$ cat src/rtl/write_back_pkg.sv
// Shared types for the write-back stage: register file shape, FSM states and flag bit positions.
package write_back_pkg;

    localparam int REG_COUNT = 32;

    typedef logic [31:0] regval_t;
    typedef regval_t [REG_COUNT-1:0] regfile_t;

    // Flags live outside the general register file, addressed one past its end.
    localparam int FLAGS_REGISTER = REG_COUNT;

    localparam int FLAG_CARRY    = 3;
    localparam int FLAG_NEGATIVE = 2;
    localparam int FLAG_OVERFLOW = 1;
    localparam int FLAG_ZERO     = 0;

    typedef enum logic [1:0] {
        IDLE  = 2'd0,
        UPPER = 2'd1,
        STORE = 2'd2
    } wb_state_t;

endpackage

$ cat src/rtl/write_back.sv
// Final pipeline stage: commits one accepted operation to the register file, flags or memory.
// Every output is registered; commit activity appears the cycle after acceptance.
module write_back
    import write_back_pkg::*;
#(
    parameter int WAIT_LIMIT = 15,
    parameter int REG_BITS   = 5
) (
    input  logic                clock,
    input  logic                reset,
    input  regfile_t            registers,
    input  logic                in_is_valid,
    output logic                in_hold,
    input  logic [31:0]         pc,
    input  logic [REG_BITS-1:0] destination_register,
    input  logic                is_writing_memory,
    input  logic [3:0]          flags,
    input  logic [31:0]         destination_value,
    input  logic                has_upper_value,
    input  logic [31:0]         upper_value,
    input  logic [31:0]         adjustment_value,
    input  logic                has_flushed,
    output logic                rf_write_enable,
    output logic [REG_BITS-1:0] rf_write_register,
    output logic [31:0]         rf_write_value,
    output logic                flags_write_enable,
    output logic [3:0]          flags_value,
    output logic                mem_write,
    output logic [31:0]         mem_address,
    output logic [31:0]         mem_write_data,
    input  logic                mem_wait_request,
    output logic                bus_error,
    output logic                commit_valid,
    output logic [31:0]         commit_pc,
    output wb_state_t           debug_state
);

    localparam int CW = $clog2(WAIT_LIMIT + 1);

    // Upstream handshake: an op transfers on a rising edge where in_is_valid=1 and
    // in_hold=0; upstream keeps the op stable while in_hold=1.
    wb_state_t           state, state_n;
    logic [CW-1:0]       wait_cnt, wait_n;
    logic [REG_BITS-1:0] upper_reg, upper_reg_n;
    logic [31:0]         upper_val, upper_val_n;
    logic                upper_en, upper_en_n;
    logic [31:0]         pc_q, pc_n;

    logic                rf_we_n, flags_we_n, mem_write_n, bus_error_n, commit_n;
    logic [REG_BITS-1:0] rf_reg_n;
    logic [31:0]         rf_val_n, mem_addr_n, mem_data_n, commit_pc_n;
    logic [3:0]          flags_val_n;

    assign in_hold     = in_is_valid && (state != IDLE);
    assign debug_state = state;

    always_comb begin
        state_n     = state;
        wait_n      = wait_cnt;
        upper_reg_n = upper_reg;
        upper_val_n = upper_val;
        upper_en_n  = upper_en;
        pc_n        = pc_q;
        rf_we_n     = 1'b0;
        rf_reg_n    = rf_write_register;
        rf_val_n    = rf_write_value;
        flags_we_n  = 1'b0;
        flags_val_n = flags_value;
        mem_write_n = mem_write;
        mem_addr_n  = mem_address;
        mem_data_n  = mem_write_data;
        bus_error_n = 1'b0;
        commit_n    = 1'b0;
        commit_pc_n = commit_pc;

        case (state)
            IDLE: begin
                if (in_is_valid && !has_flushed) begin
                    if (!is_writing_memory) begin
                        rf_we_n     = (destination_register != '0);
                        rf_reg_n    = destination_register;
                        rf_val_n    = destination_value;
                        flags_we_n  = 1'b1;
                        flags_val_n = flags;
                        if (has_upper_value) begin
                            state_n     = UPPER;
                            upper_reg_n = destination_register + 1'b1;
                            upper_val_n = upper_value;
                            // Register 0 must never be the upper target, from either side of the wrap.
                            upper_en_n  = (destination_register != '0) &&
                                          (destination_register != {REG_BITS{1'b1}});
                            pc_n        = pc;
                        end else begin
                            commit_n    = 1'b1;
                            commit_pc_n = pc;
                        end
                    end else if (destination_register == '0) begin
                        commit_n    = 1'b1;
                        commit_pc_n = pc;
                    end else begin
                        state_n     = STORE;
                        mem_write_n = 1'b1;
                        mem_addr_n  = registers[destination_register] + adjustment_value;
                        mem_data_n  = destination_value;
                        wait_n      = '0;
                        pc_n        = pc;
                    end
                end
            end
            UPPER: begin
                rf_we_n     = upper_en;
                rf_reg_n    = upper_reg;
                rf_val_n    = upper_val;
                commit_n    = 1'b1;
                commit_pc_n = pc_q;
                state_n     = IDLE;
            end
            STORE: begin
                if (!mem_wait_request) begin
                    mem_write_n = 1'b0;
                    commit_n    = 1'b1;
                    commit_pc_n = pc_q;
                    state_n     = IDLE;
                end else if (wait_cnt == CW'(WAIT_LIMIT - 1)) begin
                    mem_write_n = 1'b0;
                    bus_error_n = 1'b1;
                    commit_n    = 1'b1;
                    commit_pc_n = pc_q;
                    state_n     = IDLE;
                end else begin
                    wait_n = wait_cnt + 1'b1;
                end
            end
            default: state_n = IDLE;
        endcase
    end

    always_ff @(posedge clock) begin
        if (reset) begin
            state              <= IDLE;
            wait_cnt           <= '0;
            upper_reg          <= '0;
            upper_val          <= '0;
            upper_en           <= 1'b0;
            pc_q               <= '0;
            rf_write_enable    <= 1'b0;
            rf_write_register  <= '0;
            rf_write_value     <= '0;
            flags_write_enable <= 1'b0;
            flags_value        <= '0;
            mem_write          <= 1'b0;
            mem_address        <= '0;
            mem_write_data     <= '0;
            bus_error          <= 1'b0;
            commit_valid       <= 1'b0;
            commit_pc          <= '0;
        end else begin
            state              <= state_n;
            wait_cnt           <= wait_n;
            upper_reg          <= upper_reg_n;
            upper_val          <= upper_val_n;
            upper_en           <= upper_en_n;
            pc_q               <= pc_n;
            rf_write_enable    <= rf_we_n;
            rf_write_register  <= rf_reg_n;
            rf_write_value     <= rf_val_n;
            flags_write_enable <= flags_we_n;
            flags_value        <= flags_val_n;
            mem_write          <= mem_write_n;
            mem_address        <= mem_addr_n;
            mem_write_data     <= mem_data_n;
            bus_error          <= bus_error_n;
            commit_valid       <= commit_n;
            commit_pc          <= commit_pc_n;
        end
    end

endmodule

$ cat config.mk
export PLATFORM = sky130hd
export DESIGN_NAME = write_back
export DESIGN_NICKNAME = d
export VERILOG_FILES = /design/src/rtl/write_back_pkg.sv /design/src/rtl/write_back.sv
export SDC_FILE = /design/constraint.sdc
export NUM_CORES = 1
export LEC_CHECK = 0
export ABC_AREA = 1
export BUFFER_PORTS_ARGS = -buffer_cell sky130_fd_sc_hd__buf_2
export CORE_AREA = 2 2 516 518
export CTS_CLUSTER_SIZE = 10
export DETAILED_ROUTE_END_ITERATION = 10
export DIE_AREA = 0 0 518 520
export PLACE_DENSITY = 0.3
export SYNTH_ARGS = -nofsm -noshare
export SYNTH_HDL_FRONTEND = slang
export SYNTH_SLANG_ARGS = --single-unit
$ cat constraint.sdc
create_clock -name clock -period 4.3 [get_ports clock]
set_input_delay 0.86 -clock clock [delete_from_list [all_inputs] [get_ports clock]]
set_output_delay 0.86 -clock clock [all_outputs]
set_load 0.1 [all_outputs]
==> flow_summary_export.csv <==
group,metric,value,unit
run_status,outcome,"completed",
grt,gr-total-overflow,0,
timing,fin_skew,14.2,ps
floorplanning,initial_core_util,7.25,%
synth,synth_ff_type,"dfxtp_1",
timing,worst_pin_slew,1220,ps
final_layout,fillers,31420,
floorplanning,rows,189,
synth,netlist_area,0.0191,mm2
timing,fmax,242,MHz
synth,seq_area_frac_synth,22.8,%
drt,antenna_left,0,
timing,fin_crit,4140,ps
placed_design,hpwlAfterDp,207000,um
floorplanning,die_w,518,um
setup_path,endpoint_kind,"flip-flop",
synth,synth_top_area_cell,"dfxtp_1",
power,ir_worst_vdd,0.000384,V
synth,synth_area_leaders,"dfxtp_1 (23%), o21ai_0 (19%), nor2_1 (15%)",
timing,maxSlewViolCount,0,
final_layout,drive_above_1_share,38.9,%
timing,relSlewSlack,18.7,%
synth,synthArstFlopShare,0,%
final_layout,finalInstanceArea,0.0346,mm2
floorplanning,dieHeight,520,um
setup_path,rr_worst_depth,10,
grt,grt_pass1_wl,302000,um
synth,synth.ff_latch_count,218,
synth,netlist_instances,3358,
clock_tree,htreeDepth,2,
clock_tree,cts.reportedPaths.clkPinSlew,50,ps
grt,grt_max_degree,105,
setup_path,cp.required,4760,ps
clock_tree,cts_buffer_depth,3,
synth,ys_warn_count,0,
placed_design,placed_cell_area,0.0330,mm2
drt,maxUsedRoutingLayer,"met5",
timing,setup_slack,165,ps
setup_path,crit_fanout,35,
drt,drc_errors,0,
floorplanning,die-area,0.269,mm2
timing,whs,464,ps
clock_tree,cts_hold_buf,0,
clock_tree,cts_setup_buffers,0,
timing,setup_viol,0,
final_layout,area_delta_synth_final,80.7,%
timing,rsz0062_at_grt,"false",
job,drv_cap,0,
min_path,min_path_type,"flip-flop to flip-flop",
drt,routed_wirelength,232000,um
synth,synth-edff-count,0,
synth,synth_cell_types,44,
drt,wl_per_cell,27.4,um
drt,wl_met2,109000,um
clock_tree,clock_sinks,218,
drt,routed_via_density,3.69,
synth,avgSynthCellArea,5.70,um2
timing,hold_violations,0,
final_layout,multi_input_area,0.0134,mm2
final_layout,regArea,0.00436,mm2
setup_path,critPathKind,"input pin to flip-flop",
setup_path,setup.worst_path.start_class,"input pin",
final_layout,layout_common_cells,"buf_2 (1,310), nor2_1 (773), o21ai_0 (707)",
placed_design,finalWeightedCongestion,0.950,
clock_tree,cts-root-buf,"clkbuf_16",
final_layout,fin_nets,6092,
clock_tree,cts_tree,"done",
synth,yosysTopAreaCellShare,22.8,%
clock_tree,cts_made_buffers,34,
placed_design,place_ws,-896,ps
timing,setup_tns,0,ps
placed_design,numPortBuffers,1312,
drt,drt-initial-drc-count,1931,
synth,synth_nets,4566,
setup_path,crit_arrival,4600,ps
power,power_density,380,mW/mm2
final_layout,layout_commonest_cell,"buf_2",
floorplanning,fp.coreArea,0.264,mm2
drt,drtPass1Iterations,5,
drt,met1_length,100000,um
power,p_leak,15.9,nW
drt,routed-wl-met3,17900,um
clock_tree,clk_latency,580,ps
grt,track_usage,16.5,%
grt,grt_pass1_vias,31838,
grt,antenna_found_initial,196,
min_path,hold_depth,2,
drt,vias,31346,
final_layout,final_util,13.1,%
floorplanning,ios,1313,
timing,finalCritPeriodShare,96.2,%
-- critical path: stages --
cell	delay [ps]
buf_8	130
buf_12	170
buf_4	170
nor2_1	120
o22ai_1	240
a221oi_1	1080
o21ai_2	260
ha_1	410
a21oi_1	260
inv_1	90
o21ai_0	190
o211ai_1	110
nor2_1	160
a21oi_1	90
o21ai_1	170
inv_1	60
-- per-stage QoR --
step	power, mW	std cells
global placement	10.5	8381
CTS	13.4	8441
global route	14.0	8456
detailed placement	10.5	8381
floorplan	7.09	3358
finish	13.1	8495
-- synthesized netlist by cell type, types with 14 or more instances --
cell type and n:
o22ai_1 246, o21ai_1 65, nand4_1 37, clkbuf_1 185, a221oi_1 27, nor3_1 14, nand2_1 521, buf_2 69
nor2_1 773, o21a_1 17, a31oi_1 39, a21oi_1 102, ha_1 39, nand3_1 56, inv_1 136, dfxtp_1 218
o21ai_0 714
-- metal layers --
metal / up-vias / global-route usage, %
li1: 14658 / -
met4: 126 / 2.50
met2: 1376 / 28.2
met5: - / 0
met3: 359 / 5.22
met1: 14827 / 20.6
-- what timing repair did --
item                                    in CTS  in global routing
resized for setup                           12                 61
pin swaps                                    0                  6
endpoints found under the setup margin      11                 23
-- cell type report --
cell class | count | area share, %
multi-input cells | 2711 | 38.7
repair buffers | 1771 | 30.8
well taps | 3533 | 12.8
flip-flops and latches | 218 | 12.6
clock buffers | 48 | 2.70
inverters | 148 | 1.69
diodes | 54 | 0.391
clock inverters | 12 | 0.336
-- logic make-up after synthesis --
group,after synthesis,share of synthesized area (%)
compound gates,1243,35.7
flops,218,22.8
xor+xnor,13,0.595
fa+ha+maj,40,2.65
simple gates,1415,29.0
buf+inv,429,9.28
-- path summary, 6_finish.rpt --
check,to,startpoint,slack (ps)
max,mem_address[30],destination_register[0],160
min,mem_address[2],mem_address[2],460
max reg2reg,upper_val[6],debug_state[0],1760
min reg2reg,mem_address[2],mem_address[2],460
-- where the power goes --
group          switching, mW  leakage, nW  internal [mW]  total [mW]
combinational           5.73         13.6           2.02        7.76
sequential             0.199         1.78           2.41        2.61
clock                   1.18        0.509           1.59        2.76
total                   7.11         15.9           6.02        13.1
No activity file was read; power rests on OpenSTA's default activity.
